$ cat src/rtl/picobello_pkg.sv
// Shared picobello constants: cluster count, cluster IRQ controller register map and types.
package picobello_pkg;

  localparam int unsigned NumClusters = 6;

  localparam int unsigned IrqPendingOffs = 32'h00;
  localparam int unsigned IrqSetOffs     = 32'h04;
  localparam int unsigned IrqClearOffs   = 32'h08;
  localparam int unsigned IrqEnableOffs  = 32'h0C;
  localparam int unsigned IrqStatusOffs  = 32'h10;
  localparam int unsigned IrqCntBaseOffs = 32'h40;

  localparam int unsigned IrqCntWidth = 16;
  typedef logic [IrqCntWidth-1:0] irq_cnt_t;

  typedef enum logic {IrqIdle, IrqResp} irq_state_e;

endpackage

$ cat src/rtl/picobello_irq_counter.sv
// Saturating per-line event counter; only built when PICOBELLO_IRQ_COUNTER_EN is defined.
`ifdef PICOBELLO_IRQ_COUNTER_EN
module picobello_irq_counter import picobello_pkg::*; (
  input  logic                   clk_i,
  input  logic                   rst_ni,
  input  logic                   inc_i,
  input  logic                   clr_i,
  output logic [IrqCntWidth-1:0] cnt_o
);

  irq_cnt_t cnt_q, cnt_d;

  // A clear racing an event keeps that event, so the count restarts at 1.
  always_comb begin
    cnt_d = cnt_q;
    if (clr_i)                      cnt_d = irq_cnt_t'(inc_i);
    else if (inc_i && cnt_q != '1)  cnt_d = cnt_q + irq_cnt_t'(1);
  end

  always_ff @(posedge clk_i or negedge rst_ni) begin
    if (!rst_ni) cnt_q <= '0;
    else         cnt_q <= cnt_d;
  end

  assign cnt_o = cnt_q;

endmodule
`endif

$ cat src/rtl/picobello_cluster_irq_ctrl.sv
// Per-cluster pending/enable interrupt controller on a 32-bit register port.
// Optional per-line event counters at 0x40+4*i with PICOBELLO_IRQ_COUNTER_EN.
module picobello_cluster_irq_ctrl import picobello_pkg::*; #(
  parameter int unsigned NumIrq    = picobello_pkg::NumClusters,
  parameter int unsigned AddrWidth = 8
) (
  input  logic                 clk_i,
  input  logic                 rst_ni,
  input  logic                 req_valid_i,
  output logic                 req_ready_o,
  input  logic [AddrWidth-1:0] req_addr_i,
  input  logic                 req_write_i,
  input  logic [31:0]          req_wdata_i,
  input  logic [3:0]           req_wstrb_i,
  output logic                 rsp_valid_o,
  input  logic                 rsp_ready_i,
  output logic [31:0]          rsp_rdata_o,
  output logic                 rsp_err_o,
  input  logic [NumIrq-1:0]    hw_set_i,
  output logic [NumIrq-1:0]    irq_o
);

  irq_state_e           state_q, state_d;
  logic [NumIrq-1:0]    pending_q, pending_d, enable_q, enable_d, irq_q;
  logic [31:0]          rdata_q, rdata_d, bm, wmask, rd_val;
  logic                 err_q, err_d, hs, en_wr, dec_err;
  logic [AddrWidth-1:0] addr_w;
  logic [NumIrq-1:0]    wbits, set_w, clr_w;
  logic                 unused_bits;

  assign unused_bits = ^req_addr_i[1:0] ^ ^req_wdata_i ^ ^bm ^ ^wmask;

  assign addr_w = {req_addr_i[AddrWidth-1:2], 2'b00};
  assign hs     = req_valid_i && (state_q == IrqIdle);

  always_comb begin
    for (int b = 0; b < 4; b++) bm[8*b +: 8] = {8{req_wstrb_i[b]}};
  end
  assign wmask = req_wdata_i & bm;
  assign wbits = wmask[NumIrq-1:0];

`ifdef PICOBELLO_IRQ_COUNTER_EN
  irq_cnt_t [NumIrq-1:0] cnt;
  logic     [NumIrq-1:0] cnt_clr;

  for (genvar i = 0; i < NumIrq; i++) begin : g_cnt
    picobello_irq_counter u_cnt (
      .clk_i  (clk_i),
      .rst_ni (rst_ni),
      .inc_i  (hw_set_i[i] | set_w[i]),
      .clr_i  (cnt_clr[i]),
      .cnt_o  (cnt[i])
    );
  end
`endif

  // Address decode; side-effect strobes are qualified by the handshake.
  always_comb begin
    rd_val  = '0;
    dec_err = 1'b0;
    set_w   = '0;
    clr_w   = '0;
    en_wr   = 1'b0;
`ifdef PICOBELLO_IRQ_COUNTER_EN
    cnt_clr = '0;
`endif
    if (addr_w == AddrWidth'(IrqPendingOffs)) begin
      rd_val  = 32'(pending_q);
      dec_err = req_write_i;
    end else if (addr_w == AddrWidth'(IrqSetOffs)) begin
      if (hs && req_write_i) set_w = wbits;
    end else if (addr_w == AddrWidth'(IrqClearOffs)) begin
      if (hs && req_write_i) clr_w = wbits;
    end else if (addr_w == AddrWidth'(IrqEnableOffs)) begin
      rd_val = 32'(enable_q);
      en_wr  = hs && req_write_i;
    end else if (addr_w == AddrWidth'(IrqStatusOffs)) begin
      rd_val  = 32'(pending_q & enable_q);
      dec_err = req_write_i;
    end else begin
`ifdef PICOBELLO_IRQ_COUNTER_EN
      dec_err = 1'b1;
      for (int i = 0; i < NumIrq; i++) begin
        if (addr_w == AddrWidth'(IrqCntBaseOffs + 4 * i)) begin
          dec_err    = 1'b0;
          rd_val     = 32'(cnt[i]);
          cnt_clr[i] = hs && req_write_i;
        end
      end
`else
      dec_err = 1'b1;
`endif
    end
  end

  // Hardware events are OR-ed in last so they beat a same-cycle CLEAR.
  always_comb begin
    pending_d = ((pending_q | set_w) & ~clr_w) | hw_set_i;
    enable_d  = en_wr ? ((enable_q & ~bm[NumIrq-1:0]) | wbits) : enable_q;
    rdata_d   = rdata_q;
    err_d     = err_q;
    state_d   = state_q;
    unique case (state_q)
      IrqIdle: if (hs) begin
        rdata_d = (req_write_i || dec_err) ? '0 : rd_val;
        err_d   = dec_err;
        state_d = IrqResp;
      end
      IrqResp: if (rsp_ready_i) state_d = IrqIdle;
      default: state_d = IrqIdle;
    endcase
  end

  always_ff @(posedge clk_i or negedge rst_ni) begin
    if (!rst_ni) begin
      state_q   <= IrqIdle;
      pending_q <= '0;
      enable_q  <= '0;
      irq_q     <= '0;
      rdata_q   <= '0;
      err_q     <= 1'b0;
    end else begin
      state_q   <= state_d;
      pending_q <= pending_d;
      enable_q  <= enable_d;
      irq_q     <= pending_q & enable_q;
      rdata_q   <= rdata_d;
      err_q     <= err_d;
    end
  end

  assign req_ready_o = (state_q == IrqIdle);
  assign rsp_valid_o = (state_q == IrqResp);
  assign rsp_rdata_o = rdata_q;
  assign rsp_err_o   = err_q;
  assign irq_o       = irq_q;

endmodule

$ cat config.mk
export PLATFORM = sky130hd
export DESIGN_NAME = picobello_cluster_irq_ctrl
export DESIGN_NICKNAME = d
export VERILOG_FILES = /design/src/rtl/picobello_pkg.sv /design/src/rtl/picobello_irq_counter.sv /design/src/rtl/picobello_cluster_irq_ctrl.sv
export SDC_FILE = /design/constraint.sdc
export NUM_CORES = 1
export LEC_CHECK = 0
export ABC_AREA = 1
export BUFFER_PORTS_ARGS = -buffer_cell sky130_fd_sc_hd__buf_2
export CORE_MARGIN = 3
export CORE_UTILIZATION = 46
export CTS_CLUSTER_DIAMETER = 40
export DETAILED_ROUTE_END_ITERATION = 12
export HOLD_SLACK_MARGIN = 0.15
export PLACE_DENSITY_LB_ADDON = 0.1
export SETUP_SLACK_MARGIN = 0.3
export SLEW_MARGIN = 5
export SYNTH_ARGS = -nofsm -noshare
export SYNTH_HDL_FRONTEND = slang
export SYNTH_SLANG_ARGS = --single-unit
$ cat constraint.sdc
create_clock -name clk_i -period 3.54 [get_ports clk_i]
set_clock_uncertainty 0.05 [all_clocks]
set_input_delay 0 -clock clk_i [delete_from_list [all_inputs] [get_ports clk_i]]
set_output_delay 0 -clock clk_i [all_outputs]
set_load 0.1 [all_outputs]
==> load_flow_metrics.sql, run 1 <==
INSERT INTO impl_metrics (metric_group, metric, value, unit) VALUES
('route', 'drt-initial-drc-count', '24', ''),
('cells_and_area', 'syn_to_final_growth', '34.7', '%'),
('cells_and_area', 'drive_above_1_share', '23.0', '%'),
('clock_tree', 'clock_tree_from_tritoncts', 'done', ''),
('logic_synthesis', 'synth.yosys.seq_area_share', '41.1', '%'),
('logic_synthesis', 'synth_fa_ha_area_share', '0', '%'),
('clock_tree', 'root_buffer', 'clkbuf_4', ''),
('worst_setup_path', 'critPathMaxFanout', '9', ''),
('run_status', 'run_status', 'completed', ''),
('sta', 'setup_repair_after_global_routing_missed_its_margin', 'false', ''),
('worst_setup_path', 'critical_path.endpoint_type', 'register', ''),
('route', 'ant_nets', '0', ''),
('place', 'place.detailed.hpwl', '2270', 'um'),
('floorplan', 'dieHeight', '64.7', 'um'),
('worst_setup_path', 'cp_data_required_time', '3770', 'ps'),
('worst_setup_path', 'critical_path_class', 'input pin to register', ''),
('clock_tree', 'number_of_setup_buffers_added_after_cts', '0', ''),
('floorplan', 'floorplan.rows', '20', ''),
('worst_setup_path', 'startpoint_type', 'input pin', ''),
('clock_tree', 'numCtsBuffers', '3', ''),
('logic_synthesis', 'yosysWarningCount', '0', ''),
('global_route', 'antenna_found_initial', '0', ''),
('pwr', 'p_per_area', '340', 'nW/um^2'),
('cells_and_area', 'layout.filler_cells', '298', ''),
('cells_and_area', 'ant_diodes', '0', ''),
('logic_synthesis', 'syn-cell-area', '1580', 'um^2'),
('place', 'numPortBuffers', '38', ''),
('sta', 'setup_slack', '638', 'ps'),
('worst_setup_path', 'r2r_end', 'rsp_err_o', ''),
('pwr', 'power_leakage', '0.00123', 'uW'),
('worst_setup_path', 'reg2reg_slack', '860', 'ps'),
('sta', 'finalCritPeriodShare', '82.0', '%'),
('floorplan', 'start_util', '49.8', '%'),
('logic_synthesis', 'synth_compound_gate_area_share', '3.95', '%'),
('pwr', 'vdd_drop_max', '0.311', 'mV'),
('worst_setup_path', 'crit-reg2reg-launch', 'rsp_valid_o', ''),
('logic_synthesis', 'parity_gate_share_of_the_synthesized_area_counting_xor_and_xnor_cells', '0', '%'),
('floorplan', 'boundaryPins', '96', ''),
('clock_tree', 'clk-insertion-delay-late', '320', 'ps'),
('min_path', 'min-delay-path-class', 'input pin to asynchronous set/reset pin', ''),
('sta', 'timing_worst_slew_pin_value', '575', 'ps'),
('clock_tree', 'clock_tree.buffer_depth', '2', ''),
('place', 'place_congestion', '0.728', ''),
('global_route', 'grt_first_pass_wirelength', '5720', 'um'),
('floorplan', 'die-width', '64.7', 'um'),
('global_route', 'grt_overflow', '0', ''),
('logic_synthesis', 'synthCells', '201', ''),
('clock_tree', 'cts_htree_levels', '1', ''),
('logic_synthesis', 'combinational_family_with_the_most_area_after_synthesis', 'simple AND/OR/NAND/NOR gates', ''),
('sta', 'period_needed', '2900', 'ps'),
('sta', 'fmax', '345', 'MHz'),
('route', 'wire_per_inst', '10.4', 'um'),
('route', 'drt_wl_total', '3340', 'um'),
('clock_tree', 'clock_sinks', '26', ''),
('route', 'drt_first_pass_iters', '4', ''),
('sta', 'slew-limit-headroom', '61.6', '%'),
('global_route', 'number_of_global_route_vias_before_repair', '1270', ''),
('route', 'drc_violations', '0', ''),
('sta', 'timing.final.max_slew_violations', '0', ''),
('logic_synthesis', 'synth_cell_types', '22', ''),
('route', 'vias', '1358', ''),
('logic_synthesis', 'post_synth_and_or_nand_nor_area_fraction', '33.7', '%'),
('cells_and_area', 'final_net_count', '334', ''),
('route', 'vias_per_cell', '4.22', ''),
('logic_synthesis', 'postSynthAreaPerCell', '7.87', 'um^2'),
('floorplan', 'die_area', '4180', 'um^2'),
('sta', 'final.setup.tns', '0', 'ps'),
('logic_synthesis', 'synth_seq_cells', '26', ''),
('floorplan', 'core', '3180', 'um^2'),
('sta', 'hold_viol', '0', ''),
('clock_tree', 'cts.clk_slew.worst_paths', '140', 'ps'),
('global_route', 'grt_max_degree', '27', ''),
('place', 'place_worst_setup_slack', '1880', 'ps'),
('logic_synthesis', 'yosys-mux-area-fraction', '0', '%'),
('worst_setup_path', 'cp.arrival', '3130', 'ps'),
('flow_run', 'maxCapViolations', '0', ''),
('worst_setup_path', 'rr_worst_depth', '9', ''),
('global_route', 'grt_usage', '17.4', '%'),
('sta', 'final-setup-viol-count', '0', '');
-- worst max-delay path, cell delays in order --
cell and delay [ps]:
dlygate4sd3_1 530, buf_2 140, nor2_4 240, dlygate4sd3_1 810, nand4_1 130, dlygate4sd3_1 570
nand3_1 60, dlygate4sd3_1 540, nand2_1 50, nand2_1 50
-- per-layer routing --
metal  vias up  wire [um]  GRT usage (%)
met3         2        177           4.68
met5         -          0              0
li1        734          -              -
met1       586       1420           20.1
met4         0         19           3.17
met2        36       1730           32.1
-- through the flow --
step	hold slack, ps	instance area, um^2	instances	total power (uW)	util [%]
after floorplan	-346	1680	226	538	-
final	135	2130	322	725	67.1
after global placement	-16.3	1710	279	551	53.7
after global routing	187	2130	322	759	67.1
after detailed placement	-16.4	1710	279	552	53.7
after CTS	158	2130	322	727	67.1
-- logic make-up after synthesis --
family / count (synthesis)
simple gates: 106
buf+inv: 60
compound gates: 8
flops: 26
other cells: 1
-- cell type report --
| cell class | count | area, um^2 | area share [%] |
|---|---|---|---|
| Multi-Input combinational cell | 140 | 693 | 32.5 |
| Sequential cell | 26 | 651 | 30.5 |
| Timing Repair Buffer | 77 | 581 | 27.2 |
| Inverter | 31 | 116 | 5.46 |
| Tap cell | 44 | 55.1 | 2.58 |
| Clock buffer | 4 | 36.3 | 1.70 |
-- worst max-delay path by stage --
stage	startpoint	to	slack, ps	cells after the start
after floorplan	rsp_valid_o	pending_q[1]	1330	8
after global placement	rsp_valid_o	register	1890	6
after detailed placement	rsp_valid_o	register	1880	6
after CTS	req_addr_i[7]	rsp_rdata_o[0]	670	10
after global routing	req_addr_i[7]	rsp_rdata_o[0]	540	10
final	req_addr_i[7]	rsp_rdata_o[0]	640	10
-- where the power goes --
part	switching (uW)	leakage [uW]	internal, uW
logic	220	0.000881	45.0
clock network	89.0	0.0000210	63.0
registers	3.79	0.000324	304
-- cell usage after synthesis --
cell      n  area, um^2
nand2_4   2        22.5
buf_6     1        11.3
nand2_2   1        6.26
dfrtp_1  26         651
nand4_2   1        12.5
inv_1    27         101
nand2_1  58         218
nor2_4    4        45.0
nand3_1  19        95.1
conb_1    1        3.75
buf_2     2        10.0
a21oi_1   1        5.00
nor2_2    2        12.5
nand3_2   1        10.0
nand4_1  12        75.1
nor2_1    4        15.0
nor3_4    1        16.3
o21ai_2   6        52.6
inv_2     4        15.0
nor3_1    1        5.00
o21ai_0   1        5.00
buf_4    26         195
-- placed cells by master, fill, tap and decap left out, drive strengths merged --
master	netlist	final
a21oi	1	1
buf	29	38
clkbuf	0	4
conb	1	26
dfrtp	26	26
dlygate4sd3	0	39
inv	31	31
nand2	61	61
nand3	20	20
nand4	13	13
nor2	10	10
nor3	2	2
o21ai	7	7
-- repair_timing --
| action | CTS | global route |
|---|---|---|
| gates resized for setup | 0 | 0 |
| hold buffers | 39 | 0 |
| endpoints found under the hold margin | 46 | 0 |
Power figures use the tool's default switching activity.
==> run 2, diff against run 1 <==
--- a/config.mk
+++ b/config.mk
@@ -5,10 +5,10 @@
 export SDC_FILE = /design/constraint.sdc
 export NUM_CORES = 1
 export LEC_CHECK = 0
-export ABC_AREA = 1
+export ABC_AREA = 0
 export BUFFER_PORTS_ARGS = -buffer_cell sky130_fd_sc_hd__buf_2
 export CORE_MARGIN = 3
-export CORE_UTILIZATION = 46
+export CORE_UTILIZATION = 38
 export CTS_CLUSTER_DIAMETER = 40
 export DETAILED_ROUTE_END_ITERATION = 12
 export HOLD_SLACK_MARGIN = 0.15
==> constraint.sdc (replaced) <==
create_clock -name clk_i -period 2.6 [get_ports clk_i]
set_clock_uncertainty 0.05 [all_clocks]
set_input_delay 0 -clock clk_i [delete_from_list [all_inputs] [get_ports clk_i]]
set_output_delay 0 -clock clk_i [all_outputs]
set_load 0.1 [all_outputs]
==> run 2 against run 1 <==
  * Combinational power increased by 32%
  * Via count decreased by 14%
  * First-iteration DRC count increased by 96%
  * Critical path depth decreased by 6
  * Routed wire length increased by 2.5%
  * Hold slack improved by 26 ps
  * Non-clock buffer count decreased by 21
  * Critical path type is now register to register
  * Critical endpoint is now rsp_err_o
==> load_flow_metrics.sql, run 2 <==
INSERT INTO impl_metrics (metric_group, metric, value, unit) VALUES
('sta', 'period_needed', '2170', 'ps'),
('worst_setup_path', 'critical_path.endpoint_type', 'register', ''),
('min_path', 'min-delay-path-class', 'input pin to register', ''),
('clock_tree', 'clock_tree_from_tritoncts', 'done', ''),
('clock_tree', 'clk-insertion-delay-late', '270', 'ps'),
('clock_tree', 'cts_htree_levels', '1', ''),
('route', 'wirelength_met1', '1460', 'um'),
('pwr', 'vdd_drop_max', '0.259', 'mV'),
('logic_synthesis', 'synthCells', '139', ''),
('floorplan', 'die_area', '4710', 'um^2'),
('worst_setup_path', 'reg2reg_slack', '430', 'ps'),
('route', 'vias_per_cell', '4.88', ''),
('place', 'numPortBuffers', '38', ''),
('clock_tree', 'number_of_setup_buffers_added_after_cts', '0', ''),
('pwr', 'p_per_area', '597', 'nW/um^2'),
('global_route', 'grt_overflow', '0', ''),
('logic_synthesis', 'syn-cell-area', '1490', 'um^2'),
('worst_setup_path', 'critPathMaxFanout', '5', ''),
('logic_synthesis', 'yosys.area.top_type', 'dfrtp_1', ''),
('logic_synthesis', 'synth_seq_cells', '26', ''),
('route', 'wire_per_inst', '14.3', 'um'),
('logic_synthesis', 'cells_taking_the_most_area_after_synthesis', 'dfrtp_1, buf_4, mux2_2', ''),
('route', 'drt_wl_total', '3420', 'um'),
('flow_run', 'maxCapViolations', '0', ''),
('global_route', 'antenna_found_initial', '0', ''),
('clock_tree', 'clock_tree.buffer_depth', '2', ''),
('route', 'ant_nets', '0', ''),
('cells_and_area', 'final_net_count', '248', ''),
('logic_synthesis', 'yosysWarningCount', '0', ''),
('route', 'met3_length', '187', 'um'),
('global_route', 'grt_max_degree', '27', ''),
('logic_synthesis', 'synth_cell_types', '34', ''),
('worst_setup_path', 'cp_data_required_time', '2700', 'ps'),
('route', 'metal2_wl', '1730', 'um'),
('worst_setup_path', 'critical_path_class', 'register to register', ''),
('worst_setup_path', 'startpoint_type', 'register', ''),
('place', 'place.detailed.hpwl', '2490', 'um'),
('logic_synthesis', 'synth_top_cells_by_count', 'buf_4, dfrtp_1, nand2b_1, nor2_1', ''),
('clock_tree', 'post_cts_resized', '0', ''),
('sta', 'setup_repair_after_global_routing_missed_its_margin', 'false', ''),
('global_route', 'grt_first_pass_wirelength', '5310', 'um'),
('cells_and_area', 'final_cell_mix', 'buf_2, conb_1, dfrtp_1', ''),
('floorplan', 'boundaryPins', '96', ''),
('logic_synthesis', 'synth-async-reset-ratio', '100', '%'),
('floorplan', 'start_util', '40.1', '%'),
('global_route', 'number_of_global_route_vias_before_repair', '1145', ''),
('worst_setup_path', 'cp.arrival', '2270', 'ps'),
('place', 'place_worst_setup_slack', '504', 'ps'),
('logic_synthesis', 'synth.yosys.seq_area_share', '43.7', '%'),
('pwr', 'power_leakage', '0.000895', 'uW'),
('sta', 'final.setup.tns', '0', 'ps'),
('cells_and_area', 'layout_commonest_cell', 'buf_2', ''),
('place', 'place_congestion', '0.728', ''),
('route', 'max_used_layer', 'met4', ''),
('logic_synthesis', 'postSynthAreaPerCell', '10.7', 'um^2'),
('clock_tree', 'ctsHoldBuffers', '18', ''),
('logic_synthesis', 'ys_dominant_reg_cell', 'dfrtp_1', ''),
('run_status', 'run_status', 'completed', ''),
('sta', 'hold_viol', '0', ''),
('route', 'drt-initial-drc-count', '47', ''),
('sta', 'timing.final.max_slew_violations', '0', ''),
('cells_and_area', 'ant_diodes', '0', ''),
('floorplan', 'floorplan.rows', '22', ''),
('route', 'drt_first_pass_iters', '4', ''),
('sta', 'final-setup-viol-count', '0', ''),
('sta', 'finalCritPeriodShare', '83.6', '%'),
('clock_tree', 'root_buffer', 'clkbuf_8', ''),
('floorplan', 'core', '3720', 'um^2'),
('sta', 'setup_slack', '426', 'ps'),
('floorplan', 'dieHeight', '68.6', 'um'),
('logic_synthesis', 'post-synth-top-area-fraction', '43.7', '%'),
('clock_tree', 'clock_sinks', '26', ''),
('cells_and_area', 'syn_to_final_growth', '25.3', '%'),
('sta', 'fmax', '460', 'MHz'),
('cells_and_area', 'drive_above_1_share', '27.6', '%'),
('clock_tree', 'cts.clk_slew.worst_paths', '90', 'ps'),
('global_route', 'grt_usage', '15.5', '%'),
('route', 'drc_violations', '0', ''),
('route', 'vias', '1171', ''),
('sta', 'slew-limit-headroom', '59.3', '%'),
('floorplan', 'die-width', '68.6', 'um'),
('logic_synthesis', 'synth-edff-count', '0', ''),
('clock_tree', 'numCtsBuffers', '3', ''),
('sta', 'timing_worst_slew_pin_value', '605', 'ps');
## run 2: cell type report
class                      count  area [um^2]
fill                         339         1850
multi-input combinational    104          706
sequential                    26          652
timing repair buffer          56          370
tap                           48         60.1
clock buffer                   3         41.3
clock inverter                 1         30.0
inverter                       2         7.51
## run 2: path summary, 6_finish.rpt
kind	start	to	cells past startpoint
worst max-delay path	rsp_valid_o	rsp_err_o	4
worst min-delay path	req_valid_i	rsp_valid_o	3
worst max register to register	rsp_valid_o	rsp_err_o	4
worst min register to register	rsp_rdata_o[5]	rsp_rdata_o[5]	1
max in group asynchronous	rst_ni	rsp_valid_o	2
min in group asynchronous	rst_ni	rsp_err_o	2
## run 2: kinds of logic (layout without fill, tap and decap cells)
family / count (synthesis) / in the layout / synth area share (%)
flip-flops: 26 / 26 / 43.7
multiplexers: 6 / 6 / 4.53
other: 1 / 26 / 0.252
AND/OR/NAND/NOR: 44 / 44 / 21.2
buffers and inverters: 34 / 62 / 15.3
AO/OA/AOI/OAI: 28 / 28 / 15.1
## run 2: metal layers
metal | vias to the layer above | track usage, %
li1 | 562 | -
met1 | 561 | 17.1
met2 | 44 | 28.7
met3 | 4 | 2.43
met4 | 0 | 6.95
met5 | - | 0
## run 2: through the flow
stage | util (%) | cells | total power [uW] | hold slack (ps) | area (um^2)
6_report | 50.2 | 240 | 1110 | 161 | 1870
4_1_cts | 50.2 | 240 | 1130 | 171 | 1870
2_1_floorplan | - | 164 | 744 | -346 | 1590
3_5_place_dp | 43.5 | 218 | 768 | 1.20 | 1620
5_1_grt | 50.2 | 240 | 1160 | 223 | 1870
3_3_place_gp | 43.5 | 218 | 766 | -13.4 | 1620
## run 2: power by group
| group | leakage (uW) | total, uW | switching [uW] | internal, uW |
|---|---|---|---|---|
| sequential | 0.000323 | 429 | 9.86 | 419 |
| combinational | 0.000536 | 350 | 291 | 58.5 |
| clock | 0.0000357 | 336 | 130 | 206 |
| total | 0.000895 | 1110 | 431 | 683 |
## run 2: worst max-delay path, stage by stage, from the launching register on
cell           delay, ps
dfrtp_2              440
or4b_4               530
a2111oi_0            390
dlygate4sd3_1        610
a21oi_1               40
==> run 3, diff against run 2 <==
--- a/config.mk
+++ b/config.mk
@@ -5,10 +5,10 @@
 export SDC_FILE = /design/constraint.sdc
 export NUM_CORES = 1
 export LEC_CHECK = 0
-export ABC_AREA = 0
+export ABC_AREA = 1
 export BUFFER_PORTS_ARGS = -buffer_cell sky130_fd_sc_hd__buf_2
 export CORE_MARGIN = 3
-export CORE_UTILIZATION = 38
+export CORE_UTILIZATION = 43
 export CTS_CLUSTER_DIAMETER = 40
 export DETAILED_ROUTE_END_ITERATION = 12
 export HOLD_SLACK_MARGIN = 0.15
==> constraint.sdc (replaced) <==
create_clock -name clk_i -period 2.1 [get_ports clk_i]
set_clock_uncertainty 0.05 [all_clocks]
set_input_delay 0 -clock clk_i [delete_from_list [all_inputs] [get_ports clk_i]]
set_output_delay 0 -clock clk_i [all_outputs]
set_load 0.1 [all_outputs]
==> run 3 against run 2 <==
  * Count of clock-buffer cells in the layout grew 1
  * Via count grew 9.1%
  * First-iteration DRC count shrank 26%
  * Register-to-register slack gained 70 ps
  * Non-clock buffer count grew 2
  * Total power grew 12%
  * Utilization grew 6.7 points
  * Critical path type is now input pin to register
  * Critical endpoint unchanged
  * Highest routed layer unchanged
==> load_flow_metrics.sql, run 3 (same netlist as run 1, synthesis figures left out) <==
INSERT INTO impl_metrics (metric_group, metric, value, unit) VALUES
('sta', 'hold_viol', '0', ''),
('route', 'drt-initial-drc-count', '35', ''),
('pwr', 'power_leakage', '0.00116', 'uW'),
('floorplan', 'boundaryPins', '96', ''),
('place', 'dp_cell_count', '282', ''),
('global_route', 'grt_usage', '14.4', '%'),
('sta', 'timing.final.max_slew_violations', '0', ''),
('worst_setup_path', 'reg2reg_slack', '500', 'ps'),
('route', 'drt_wl_total', '2990', 'um'),
('global_route', 'grt_first_pass_wirelength', '4860', 'um'),
('place', 'place.detailed.hpwl', '2200', 'um'),
('worst_setup_path', 'r2r_end', 'rsp_err_o', ''),
('floorplan', 'start_util', '46.0', '%'),
('route', 'vias', '1278', ''),
('pwr', 'vdd_drop_max', '0.256', 'mV'),
('worst_setup_path', 'critical_path.endpoint_type', 'register', ''),
('cells_and_area', 'multi_input_comb_area', '698', 'um^2'),
('cells_and_area', 'ant_diodes', '0', ''),
('cells_and_area', 'post_layout_nonfiller_instances', '305', ''),
('route', 'vias_per_cell', '4.19', ''),
('cells_and_area', 'layout.filler_cells', '337', ''),
('clock_tree', 'cts_htree_levels', '1', ''),
('floorplan', 'floorplan.rows', '21', ''),
('cells_and_area', 'register_area', '652', 'um^2'),
('place', 'post_dp_cell_area', '1720', 'um^2'),
('route', 'drc_violations', '0', ''),
('cells_and_area', 'layout_commonest_cell', 'nand2_1', ''),
('global_route', 'grt_overflow', '0', ''),
('sta', 'final-setup-viol-count', '0', ''),
('run_status', 'run_status', 'completed', ''),
('clock_tree', 'clk-insertion-delay-late', '270', 'ps'),
('pwr', 'p_per_area', '635', 'nW/um^2'),
('clock_tree', 'clock_sinks', '26', ''),
('sta', 'final.setup.tns', '0', 'ps'),
('cells_and_area', 'fin_area', '1960', 'um^2'),
('sta', 'finalCritPeriodShare', '79.3', '%'),
('min_path', 'min-delay-path-class', 'input pin to register', ''),
('global_route', 'number_of_global_route_vias_before_repair', '1082', ''),
('floorplan', 'die-width', '66.7', 'um'),
('clock_tree', 'clock_tree_from_tritoncts', 'done', ''),
('cells_and_area', 'syn_to_final_growth', '23.8', '%'),
('place', 'place_congestion', '0.724', ''),
('route', 'ant_nets', '0', ''),
('cells_and_area', 'final_net_count', '315', ''),
('worst_setup_path', 'cp_data_required_time', '2230', 'ps'),
('global_route', 'grt_max_degree', '27', ''),
('worst_setup_path', 'critical_path_class', 'input pin to register', ''),
('route', 'drt_first_pass_iters', '4', ''),
('clock_tree', 'clock_tree.buffer_depth', '2', ''),
('cells_and_area', 'drive_above_1_share', '25.1', '%'),
('worst_setup_path', 'crit-reg2reg-launch', 'rsp_valid_o', ''),
('sta', 'setup_repair_after_global_routing_missed_its_margin', 'false', ''),
('min_path', 'worst_hold_startpoint', 'req_addr_i[5]', ''),
('floorplan', 'core', '3440', 'um^2'),
('cells_and_area', 'layout.core_utilization', '56.9', '%'),
('min_path', 'timing.hold.worst_path_depth', '6', ''),
('clock_tree', 'cts.clk_slew.worst_paths', '90', 'ps'),
('clock_tree', 'numCtsBuffers', '3', ''),
('cells_and_area', 'final_cell_mix', 'nand2_1, buf_2, inv_1', ''),
('global_route', 'antenna_found_initial', '0', ''),
('worst_setup_path', 'cp.arrival', '1790', 'ps'),
('clock_tree', 'root_buffer', 'clkbuf_8', ''),
('route', 'wire_per_inst', '9.81', 'um'),
('worst_setup_path', 'startpoint_type', 'input pin', ''),
('sta', 'period_needed', '1670', 'ps'),
('floorplan', 'dieHeight', '66.7', 'um'),
('sta', 'slew-limit-headroom', '61.9', '%'),
('sta', 'timing_worst_slew_pin_value', '572', 'ps'),
('min_path', 'hold_path_end', 'rsp_rdata_o[0]', ''),
('floorplan', 'die_area', '4440', 'um^2'),
('place', 'numPortBuffers', '38', ''),
('sta', 'fmax', '600', 'MHz'),
('worst_setup_path', 'rr_worst_depth', '7', ''),
('worst_setup_path', 'startpoint', 'req_addr_i[2]', ''),
('worst_setup_path', 'critPathMaxFanout', '9', ''),
('flow_run', 'maxCapViolations', '0', '');
run 3: cell type report:
type,instances,share of cell area (%)
multi-input cells,140,35.6
flip-flops and latches,26,33.3
repair buffers,58,19.8
inverters,31,6.07
well taps,46,2.94
clock buffers,4,2.30
run 3: where the power goes:
| part | switching [uW] | internal, uW | leakage (uW) |
|---|---|---|---|
| Combinational | 367 | 67.9 | 0.000813 |
| Clock | 155 | 136 | 0.0000228 |
| Sequential | 7.00 | 513 | 0.000323 |
run 3: stage by stage:
step | worst slack [ps] | power (uW) | hold WS (ps)
after floorplan | 356 | 910 | -346
after global placement | 647 | 934 | -12.6
after detailed placement | 664 | 934 | -12.5
after CTS | 315 | 1260 | 157
after global routing | 331 | 1310 | 179
final | 434 | 1250 | 154
run 3: per-layer routing:
metal	vias to the layer above	part of all wire (%)	track usage (%)
li1	691	-	-
met1	537	49	19.7
met2	46	44	22.8
met3	4	6.5	2.19
met4	0	1.1	5.33
met5	-	0	0
run 3: worst max-delay path by stage:
stage,cells past startpoint,slack (ps),end
3_5_place_dp,6,660,register
5_1_grt,9,330,rsp_err_o
2_1_floorplan,7,360,register
6_report,9,430,rsp_err_o
3_3_place_gp,6,650,register
4_1_cts,9,320,rsp_err_o
run 3: critical path, stage by stage:
cell and delay [ps]:
dlygate4sd3_1 530, buf_2 160, nor2_4 200, nand3_1 110, nand2_1 90, nand2_2 70
nand2_1 60, dlygate4sd3_1 530, inv_1 30
run 3: repair_timing:
| action | in CTS | in global routing |
|---|---|---|
| gates resized for setup | 0 | 1 |
| hold buffers | 19 | 0 |
| endpoints found under the setup margin | 0 | 1 |
| hold endpoints to repair | 46 | 0 |
| setup buffers | 0 | 0 |
